$ cat config.mk
export PLATFORM = sky130hd
export DESIGN_NAME = ps2_host_tx_flat
export DESIGN_NICKNAME = d
export VERILOG_FILES = /design/src/rtl/ps2_host_tx_if.sv /design/src/rtl/ps2_host_tx.sv /design/src/flat_wrapper.sv
export SDC_FILE = /design/constraint.sdc
export NUM_CORES = 1
export LEC_CHECK = 0
export BUFFER_PORTS_ARGS = -buffer_cell sky130_fd_sc_hd__buf_4
export CORE_ASPECT_RATIO = 1.5
export CORE_MARGIN = 1
export CORE_UTILIZATION = 40
export CTS_BUF_LIST = sky130_fd_sc_hd__clkbuf_16
export CTS_CLUSTER_DIAMETER = 30
export DETAILED_ROUTE_END_ITERATION = 10
export GPL_TIMING_DRIVEN = 0
export PLACE_DENSITY = 0.62
export SLEW_MARGIN = 10
export SYNTH_ARGS = -nofsm -noshare
export SYNTH_HDL_FRONTEND = slang
export SYNTH_SLANG_ARGS = --single-unit
export TNS_END_PERCENT = 30
$ cat constraint.sdc
create_clock -name clk -period 2.6 [get_ports clk]
set_input_delay 0.39 -clock clk [delete_from_list [all_inputs] [get_ports clk]]
set_output_delay 0.39 -clock clk [all_outputs]
set_load 0.01 [all_outputs]
$ cat src/rtl/ps2_host_tx_if.sv
// Command-side handshake between a PS/2 host controller and the transmitter.
// The master issues a byte with a one-cycle tx_start; the slave (transmitter)
// reports busy and pulses done or err once the frame completes.
interface ps2_host_tx_if;
    logic [7:0] tx_data;
    logic       tx_start;
    logic       busy;
    logic       done;
    logic       err;

    modport master (
        output tx_data,
        output tx_start,
        input  busy,
        input  done,
        input  err
    );

    modport slave (
        input  tx_data,
        input  tx_start,
        output busy,
        output done,
        output err
    );
endinterface

$ cat src/rtl/ps2_host_tx.sv
// PS/2 host-to-device transmitter.
// Pulls ps2_clk low to inhibit the device, asserts the start bit as a
// request-to-send, then shifts data, odd parity and stop out on device clock
// falling edges and checks the device ACK. Both pins are open-drain: an oe
// of 1 pulls the line low, 0 releases it.
//
// state      | meaning
// -----------+-----------------------------------------------------------
// IDLE       | lines released, waiting for tx_start
// INHIBIT    | ps2_clk held low; start bit asserted in the final cycle
// RTS        | clk released, start bit held, waiting for first device fall
// SHIFT      | presenting data/parity/stop, one bit per device fall
// ACK        | stop presented, sampling ps2_data on the 11th fall
// WAIT_REL   | ACK seen, waiting for device to release clk and data
module ps2_host_tx #(
    parameter int INHIBIT_CYCLES = 12000,
    parameter int TIMEOUT_CYCLES = 2000000,
    parameter int FILTER_LEN     = 8
) (
    input  logic         clk,
    input  logic         rst,
    ps2_host_tx_if.slave bus,
    input  logic         ps2_clk_in,
    input  logic         ps2_data_in,
    output logic         ps2_clk_oe,
    output logic         ps2_data_oe
);

    localparam int INH_W = $clog2(INHIBIT_CYCLES + 1);
    localparam int TMO_W = $clog2(TIMEOUT_CYCLES + 1);
    localparam int FLT_W = $clog2(FILTER_LEN + 1);

    // INHIBIT_CYCLES must be at least 2 so the start bit lands in the last
    // inhibit cycle rather than alongside the clock pull.
    localparam logic [INH_W-1:0] INH_PRE  = INH_W'(INHIBIT_CYCLES - 2);
    localparam logic [INH_W-1:0] INH_LAST = INH_W'(INHIBIT_CYCLES - 1);
    localparam logic [TMO_W-1:0] TMO_LAST = TMO_W'(TIMEOUT_CYCLES - 1);
    localparam logic [FLT_W-1:0] FLT_LAST = FLT_W'(FILTER_LEN - 1);

    localparam logic [2:0] ST_IDLE     = 3'd0;
    localparam logic [2:0] ST_INHIBIT  = 3'd1;
    localparam logic [2:0] ST_RTS      = 3'd2;
    localparam logic [2:0] ST_SHIFT    = 3'd3;
    localparam logic [2:0] ST_ACK      = 3'd4;
    localparam logic [2:0] ST_WAIT_REL = 3'd5;

    logic             clk_meta;
    logic             clk_sync;
    logic             data_meta;
    logic             data_sync;
    logic             clk_filt;
    logic [FLT_W-1:0] filt_cnt;
    logic             fall;

    logic [2:0]       state;
    logic [9:0]       shift;
    logic [3:0]       bit_cnt;
    logic [INH_W-1:0] inh_cnt;
    logic [TMO_W-1:0] tmo_cnt;
    logic             tmo_hit;
    logic             busy_q;
    logic             done_q;
    logic             err_q;

    assign bus.busy = busy_q;
    assign bus.done = done_q;
    assign bus.err  = err_q;

    assign tmo_hit = (tmo_cnt == TMO_LAST);

    // Two-stage synchronizers; idle bus level is high.
    always_ff @(posedge clk) begin
        if (rst) begin
            clk_meta  <= 1'b1;
            clk_sync  <= 1'b1;
            data_meta <= 1'b1;
            data_sync <= 1'b1;
        end else begin
            clk_meta  <= ps2_clk_in;
            clk_sync  <= clk_meta;
            data_meta <= ps2_data_in;
            data_sync <= data_meta;
        end
    end

    // Glitch filter on ps2_clk: a new level needs FILTER_LEN equal samples;
    // a 1->0 acceptance emits a single-cycle fall strobe.
    always_ff @(posedge clk) begin
        if (rst) begin
            clk_filt <= 1'b1;
            filt_cnt <= '0;
            fall     <= 1'b0;
        end else begin
            fall <= 1'b0;
            if (clk_sync == clk_filt) begin
                filt_cnt <= '0;
            end else if (filt_cnt == FLT_LAST) begin
                clk_filt <= clk_sync;
                filt_cnt <= '0;
                fall     <= clk_filt;
            end else begin
                filt_cnt <= filt_cnt + 1'b1;
            end
        end
    end

    // Transmit sequencer: inhibit, request-to-send, shift, ACK and release,
    // with a watchdog restarted on every state entry and every device fall.
    always_ff @(posedge clk) begin
        if (rst) begin
            state       <= ST_IDLE;
            shift       <= '0;
            bit_cnt     <= '0;
            inh_cnt     <= '0;
            tmo_cnt     <= '0;
            ps2_clk_oe  <= 1'b0;
            ps2_data_oe <= 1'b0;
            busy_q      <= 1'b0;
            done_q      <= 1'b0;
            err_q       <= 1'b0;
        end else begin
            done_q <= 1'b0;
            err_q  <= 1'b0;
            case (state)
                ST_IDLE: begin
                    if (bus.tx_start) begin
                        shift      <= {1'b1, ~^bus.tx_data, bus.tx_data};
                        inh_cnt    <= '0;
                        ps2_clk_oe <= 1'b1;
                        busy_q     <= 1'b1;
                        state      <= ST_INHIBIT;
                    end
                end

                ST_INHIBIT: begin
                    inh_cnt <= inh_cnt + 1'b1;
                    if (inh_cnt == INH_PRE) begin
                        ps2_data_oe <= 1'b1;
                    end
                    if (inh_cnt == INH_LAST) begin
                        ps2_clk_oe <= 1'b0;
                        bit_cnt    <= '0;
                        tmo_cnt    <= '0;
                        state      <= ST_RTS;
                    end
                end

                ST_RTS, ST_SHIFT: begin
                    if (fall) begin
                        // The 10th fall presents the stop bit; the 11th is the ACK.
                        ps2_data_oe <= ~shift[0];
                        shift       <= {1'b0, shift[9:1]};
                        bit_cnt     <= bit_cnt + 1'b1;
                        tmo_cnt     <= '0;
                        state       <= (bit_cnt == 4'd9) ? ST_ACK : ST_SHIFT;
                    end else if (tmo_hit) begin
                        ps2_data_oe <= 1'b0;
                        busy_q      <= 1'b0;
                        err_q       <= 1'b1;
                        state       <= ST_IDLE;
                    end else begin
                        tmo_cnt <= tmo_cnt + 1'b1;
                    end
                end

                ST_ACK: begin
                    if (fall) begin
                        tmo_cnt <= '0;
                        if (!data_sync) begin
                            state <= ST_WAIT_REL;
                        end else begin
                            busy_q <= 1'b0;
                            err_q  <= 1'b1;
                            state  <= ST_IDLE;
                        end
                    end else if (tmo_hit) begin
                        ps2_data_oe <= 1'b0;
                        busy_q      <= 1'b0;
                        err_q       <= 1'b1;
                        state       <= ST_IDLE;
                    end else begin
                        tmo_cnt <= tmo_cnt + 1'b1;
                    end
                end

                ST_WAIT_REL: begin
                    if (clk_filt && data_sync) begin
                        busy_q <= 1'b0;
                        done_q <= 1'b1;
                        state  <= ST_IDLE;
                    end else if (tmo_hit) begin
                        ps2_data_oe <= 1'b0;
                        busy_q      <= 1'b0;
                        err_q       <= 1'b1;
                        state       <= ST_IDLE;
                    end else begin
                        tmo_cnt <= tmo_cnt + 1'b1;
                    end
                end

                default: begin
                    ps2_clk_oe  <= 1'b0;
                    ps2_data_oe <= 1'b0;
                    busy_q      <= 1'b0;
                    state       <= ST_IDLE;
                end
            endcase
        end
    end

endmodule

$ cat src/flat_wrapper.sv
// flat-port wrapper written by rule: the top's interface ports become plain ports
module ps2_host_tx_flat 
#(
    parameter int INHIBIT_CYCLES = 12000,
    parameter int TIMEOUT_CYCLES = 2000000,
    parameter int FILTER_LEN     = 8
)
  (clk, rst, ps2_clk_in, ps2_data_in, ps2_clk_oe, ps2_data_oe, bus_tx_data, bus_tx_start, bus_busy, bus_done, bus_err);
  ps2_host_tx_if bus_i ();
  input  logic clk;
  input  logic rst;
  input  logic ps2_clk_in;
  input  logic ps2_data_in;
  output logic ps2_clk_oe;
  output logic ps2_data_oe;
  input wire logic [$bits(bus_i.tx_data)-1:0] bus_tx_data;
  input wire logic [$bits(bus_i.tx_start)-1:0] bus_tx_start;
  output wire logic [$bits(bus_i.busy)-1:0] bus_busy;
  output wire logic [$bits(bus_i.done)-1:0] bus_done;
  output wire logic [$bits(bus_i.err)-1:0] bus_err;
  assign bus_i.tx_data = bus_tx_data;
  assign bus_i.tx_start = bus_tx_start;
  assign bus_busy = bus_i.busy;
  assign bus_done = bus_i.done;
  assign bus_err = bus_i.err;
  ps2_host_tx #(.INHIBIT_CYCLES(INHIBIT_CYCLES), .TIMEOUT_CYCLES(TIMEOUT_CYCLES), .FILTER_LEN(FILTER_LEN)) u_core (.clk(clk), .rst(rst), .bus(bus_i), .ps2_clk_in(ps2_clk_in), .ps2_data_in(ps2_data_in), .ps2_clk_oe(ps2_clk_oe), .ps2_data_oe(ps2_data_oe));
endmodule
==> qor.csv, run 1 <==
metric,value,unit
status,completed,
Die Footprint,9110,um^2
worst slew pin tran,0.699,ns
area of the multi-input gates,1990,um^2
Worst setup EP type,flop,
max cap viols,0,
post-CTS sizing,0,
Ys Warns,0,
# diodes,0,
"Reg clk slew, reported paths",0.06,ns
post-synthesis average cell area,8.17,um^2
clk_lat worst skew,0.33,ns
minimum clock period,2.23,ns
Final period util,0.858,
Slew HR,0.529,
"Hold-fix buffers, CTS",0,
Final Instance Count excl. Fillers,566,
final net count,473,
post-synth net total,446,
crit start category,flop,
"Req. time, crit path",2.85,ns
share of cells above drive strength 1,0.107,
setup TNS,0,ns
Initial Util,0.415,
Critical Path AT,2.48,ns
Post-CTS Setup Inserts,0,
chip height,116,um
Placed Cells,550,
Area Growth Syn to Fin,15.5,%
GP Congestion,0.829,
Synth cell types,57,
number of I/O pins,18,
Post-route DRC,0,
synth top area cells,"dfxtp_1 (38%), a21oi_1 (5.6%), nand2_1 (5.1%), nor2_1 (3.7%), or4_1 (3.7%)",
RSZ-0062 raised after global routing,false,
Final setup viols,0,
total routed wirelength,8.82,mm
Power Density,587,nW/um^2
Post-DP Area,3740,um^2
DRT Pass-1 Iters,4,
Place WS,0.396,ns
post-synth top area cell,dfxtp_1,
clk buf depth,2,
final hold violations,0,
initial antenna violation count,0,
crit path max fanout,10,
via count,3261,
Post-synth ARST share,0,
DRT iter0 DRCs,141,
clock tree from TritonCTS,done,
drt wl/cell,15.6,um
top_reg_cell synth,dfxtp_1,
Port Buffers,16,
Synth Register Bits,67,
largest net degree at the start of global routing,12,
worst min path class,in2reg,
GR Overflow Total,0,
VDD IR max,0.000346,V
Syn Std Cell Area,3490,um^2
clk_skew,0.00551,ns
vias per std cell,5.76,
Mapped Cells,427,
Final WS setup,0.370,ns
row cnt,41,
crit path kind,reg2reg,
Sink Count,67,
clk root buf,clkbuf_16,
top-area cell type share of the netlist area,0.384,
Post-Layout Inst Area,4030,um^2
H-tree Lvls,3,
max-slew violations,0,
Chip Width,78.3,um
Leak,1.34,nW
GRT Util Overall,0.211,
sequential share of the synthesized area,0.384,
cts bufs inserted,9,
Worst Hold Slack,0.245,ns
Reg area,1340,um^2
Post-synth EDFFs,0,
detailed placement HPWL,6.46,mm
vias in the first global route,3171,
fillcell total,838,
area of the core,8410,um^2
Peak Freq,448,MHz
"antenna viol nets, final",0,
first-pass GRT wire length,15.0,mm
==> critical path, stage by stage (launching register included) <==
cell	delay (ns)
dfxtp_1	0.40
ha_1	0.24
and3_1	0.25
and4_1	0.21
buf_4	0.15
o21ai_4	0.10
buf_2	0.22
nor4_1	0.37
mux2i_1	0.22
==> layer usage <==
layer | share of wire | routed length, um | vias to the layer above | track usage
li1 | - | - | 1654 | -
met1 | 0.42 | 3670 | 1532 | 0.232
met2 | 0.53 | 4690 | 63 | 0.384
met3 | 0.034 | 300 | 12 | 0.0453
met4 | 0.019 | 167 | 0 | 0.106
met5 | 0 | 0 | - | 0
==> area by class of cell <==
class,count,share of cell area
plain buffers,25,0.0286
clock buffers,9,0.0559
clock inverters,7,0.0149
inverters,11,0.0102
multi-input cells,324,0.494
flip-flops and latches,67,0.333
well taps,107,0.0332
repair buffers,16,0.0298
==> cell families (layout without fill, tap and decap cells) <==
| group | count (synthesis) | after routing | synth area share |
|---|---|---|---|
| buffers and inverters | 36 | 68 | 0.0448 |
| XOR/XNOR | 13 | 13 | 0.0326 |
| AND/OR/NAND/NOR | 186 | 186 | 0.286 |
| multiplexers | 2 | 2 | 0.00574 |
| AO/OA/AOI/OAI | 117 | 117 | 0.224 |
| adder cells (fa/ha/maj) | 6 | 6 | 0.0215 |
| flip-flops | 67 | 67 | 0.384 |
==> sequential cells by signal, summed over array words and instances, names as in the netlist <==
signal	count
u_core.ps2_data_oe	1
u_core.bus.busy	1
u_core.filt_cnt	4
u_core.tmo_cnt	21
u_core.clk_sync	1
u_core.clk_filt	1
u_core.state	3
u_core.data_meta	1
u_core.bus.err	1
u_core.fall	1
u_core.shift	10
u_core.bus.done	1
u_core.inh_cnt	14
u_core.ps2_clk_oe	1
u_core.clk_meta	1
u_core.bit_cnt	4
u_core.data_sync	1
==> where the power goes <==
part	total (mW)	internal, mW	leakage, nW	switching [mW]
combinational	0.139	0.0569	0.653	0.0823
sequential	1.06	1.05	0.544	0.0132
clock	1.16	0.729	0.145	0.435
==> final timing paths <==
check                    startpoint                 to  slack [ns]  depth (start not counted)
setup reg to reg  u_core.inh_cnt[1]  u_core.tmo_cnt[9]        0.37                          8
hold reg to reg    u_core.data_meta   u_core.data_sync        0.41                          1
setup / recovery  u_core.inh_cnt[1]  u_core.tmo_cnt[9]        0.37                          8
hold / removal          ps2_data_in   u_core.data_meta        0.24                          2
==> placed cells by master, fill, tap and decap left out, types with 3 or more instances in the layout <==
cell / n
a211oi_1: 4
a21oi_1: 39
a311oi_1: 9
a31oi_1: 7
and2_1: 3
and3_1: 6
and4_1: 3
buf_2: 7
buf_4: 17
clkbuf_1: 15
clkbuf_16: 9
clkinv_1: 3
dfxtp_1: 67
ha_1: 6
inv_1: 11
nand2_1: 47
nand2b_1: 3
nand3_1: 22
nand3b_1: 3
nand4_1: 10
nand4b_1: 3
nor2_1: 34
nor3_1: 6
nor4_1: 4
o211ai_1: 6
o21a_1: 3
o21ai_0: 10
o21ai_1: 6
o311ai_1: 4
o31ai_1: 14
or2_2: 5
or3_1: 7
or4_1: 17
xnor2_1: 11
==> synthesized netlist by cell type, drive strengths merged (10+ instances only) <==
cell type and n:
a21oi 39, clkbuf 16, dfxtp 67, inv 10, nand2 48, nand3 22, nand4 10, nor2 34
o21ai 18, o31ai 14, or4 17, xnor2 11
==> per-stage QoR <==
stage               power, mW  utilization
CTS                      2.39        0.479
detailed placement       1.22        0.445
global placement         1.22        0.445
finish                   2.37        0.479
floorplan                1.17            -
global route             2.46        0.479
Note: power is estimated with default switching activity, not from simulation.
==> inputs of run 2 (changes only) <==
--- a/config.mk
+++ b/config.mk
@@ -8,12 +8,12 @@
 export BUFFER_PORTS_ARGS = -buffer_cell sky130_fd_sc_hd__buf_4
 export CORE_ASPECT_RATIO = 1.5
 export CORE_MARGIN = 1
-export CORE_UTILIZATION = 40
+export CORE_UTILIZATION = 50
 export CTS_BUF_LIST = sky130_fd_sc_hd__clkbuf_16
 export CTS_CLUSTER_DIAMETER = 30
 export DETAILED_ROUTE_END_ITERATION = 10
 export GPL_TIMING_DRIVEN = 0
-export PLACE_DENSITY = 0.62
+export PLACE_DENSITY = 0.73
 export SLEW_MARGIN = 10
 export SYNTH_ARGS = -nofsm -noshare
 export SYNTH_HDL_FRONTEND = slang
==> qor.csv, run 2 (synthesis results as in run 1) <==
metric,value,unit,change
"commonest non-fill, non-tap cell in the layout",dfxtp_1,,
hold wc startpoint,ps2_clk_in,,
worst slew pin tran,0.703,ns,+0.00406 ns
drt wl/cell,16.2,um,+4.1%
vias per std cell,6.27,,+8.8%
most frequent cells in the layout,"dfxtp_1 (67), nand2_1 (47), a21oi_1 (39)",,
area of the core,6620,um^2,-21%
clk buf depth,2,,unchanged
clk_skew,0.00576,ns,+0.000252 ns
clk_lat worst skew,0.33,ns,about the same
post-CTS sizing,0,,unchanged
total routed wirelength,8.65,mm,-1.9%
RSZ-0062 raised after global routing,false,,
H-tree Lvls,3,,unchanged
clk root buf,clkbuf_16,,
DRT iter0 DRCs,227,,+61%
Leak,1.33,nW,-0.88%
max-slew violations,0,,unchanged
Post-CTS Setup Inserts,0,,unchanged
detailed placement HPWL,6.14,mm,-5.1%
GR Overflow Total,0,,unchanged
largest net degree at the start of global routing,11,,-1
Peak Freq,452,MHz,+0.76%
Largest regs,"u_core.tmo_cnt (21), u_core.inh_cnt (14), u_core.shift (10)",,
cts bufs inserted,9,,unchanged
crit path from,u_core.inh_cnt[1],,
chip height,104,um,-10%
Worst Hold Slack,0.241,ns,-0.00362 ns
Final Instance Count excl. Fillers,533,,-5.8%
crit path max fanout,10,,unchanged
DRT Pass-1 Iters,4,,unchanged
vias in the first global route,3260,,+2.8%
Biggest register,u_core.tmo_cnt,,
GRT Util Overall,0.252,,+0.0402
final hold violations,0,,unchanged
Critical Path AT,2.47,ns,about the same
"Req. time, crit path",2.86,ns,about the same
Die Footprint,7320,um^2,-20%
VDD IR max,0.000385,V,+11%
area of the multi-input gates,1990,um^2,unchanged
initial antenna violation count,0,,unchanged
crit start category,flop,,
Slew HR,0.526,,-0.00274
minimum clock period,2.21,ns,-0.0168 ns
Final setup viols,0,,unchanged
Sink Count,67,,unchanged
clock tree from TritonCTS,done,,
Reg area,1340,um^2,unchanged
fillcell total,625,,-25%
final net count,473,,unchanged
number of I/O pins,18,,unchanged
Final period util,0.851,,-0.00647
max FFs per register,21,,unchanged
Area Growth Syn to Fin,13.9,%,
Reg-to-Reg Start,u_core.inh_cnt[1],,
Post-route DRC,0,,unchanged
Power Density,589,nW/um^2,+0.23%
Worst setup EP type,flop,,
status,completed,,
Initial Util,0.527,,+0.112
GP Congestion,0.858,,+3.4%
Placed Cells,519,,-5.6%
Chip Width,70.2,um,-10%
share of cells above drive strength 1,0.103,,-0.00391
via count,3342,,+2.5%
setup TNS,0,ns,unchanged
"Reg clk slew, reported paths",0.05,ns,about the same
worst min path class,in2reg,,
row cnt,36,,-12%
# diodes,0,,unchanged
max cap viols,0,,unchanged
crit path kind,reg2reg,,
first-pass GRT wire length,14.7,mm,-2.0%
"Hold-fix buffers, CTS",0,,unchanged
Port Buffers,16,,unchanged
"antenna viol nets, final",0,,unchanged
==> run 2: changes by cell type in the layout (fill, tap and decap cells not counted), sizes merged <==
cell / delta
clkinv: -1
inv: -1
==> run 2: final cells by class <==
class | instances | share of cell area
flip-flops and latches | 67 | 0.337
clock inverters | 5 | 0.0116
repair buffers | 16 | 0.0302
multi-input cells | 324 | 0.501
inverters | 11 | 0.0104
well taps | 76 | 0.0239
clock buffers | 9 | 0.0566
plain buffers | 25 | 0.0289
==> run 2: final timing paths <==
check             slack [ns]                  to  cells after the start
setup / recovery        0.39  u_core.tmo_cnt[14]                      8
hold / removal          0.24     u_core.clk_meta                      2
setup reg to reg        0.39  u_core.tmo_cnt[14]                      8
hold reg to reg         0.40    u_core.data_sync                      1
==> run 2: metal layers <==
metal | wire, um | share of wire | vias up | track usage
met4 | 283 | 0.033 | 0 | 0.143
met2 | 4420 | 0.51 | 80 | 0.433
met1 | 3580 | 0.41 | 1579 | 0.276
li1 | - | - | 1658 | -
met3 | 370 | 0.043 | 25 | 0.0640
met5 | 0 | 0 | - | 0
==> run 2: critical path, stage by stage (launching register included) <==
cell,delay (ns)
dfxtp_1,0.39
ha_1,0.24
and3_1,0.25
and4_1,0.20
buf_4,0.15
o21ai_4,0.10
buf_6,0.16
or4_1,0.48
a21oi_1,0.17
==> run 2: stage by stage <==
| stage | util | power, mW | cell area [um^2] | worst slack [ns] |
|---|---|---|---|---|
| after floorplan | - | 1.17 | 3490 | 0.661 |
| after global placement | 0.560 | 1.22 | 3700 | 0.466 |
| after detailed placement | 0.560 | 1.22 | 3700 | 0.418 |
| after CTS | 0.601 | 2.36 | 3980 | 0.396 |
| after global routing | 0.601 | 2.42 | 3980 | 0.250 |
| final | 0.601 | 2.34 | 3980 | 0.387 |
==> run 2: where the power goes <==
group / internal [mW] / switching [mW] / total (mW)
logic: 0.0570 / 0.0829 / 0.140
clock network: 0.718 / 0.420 / 1.14
registers: 1.05 / 0.0129 / 1.06
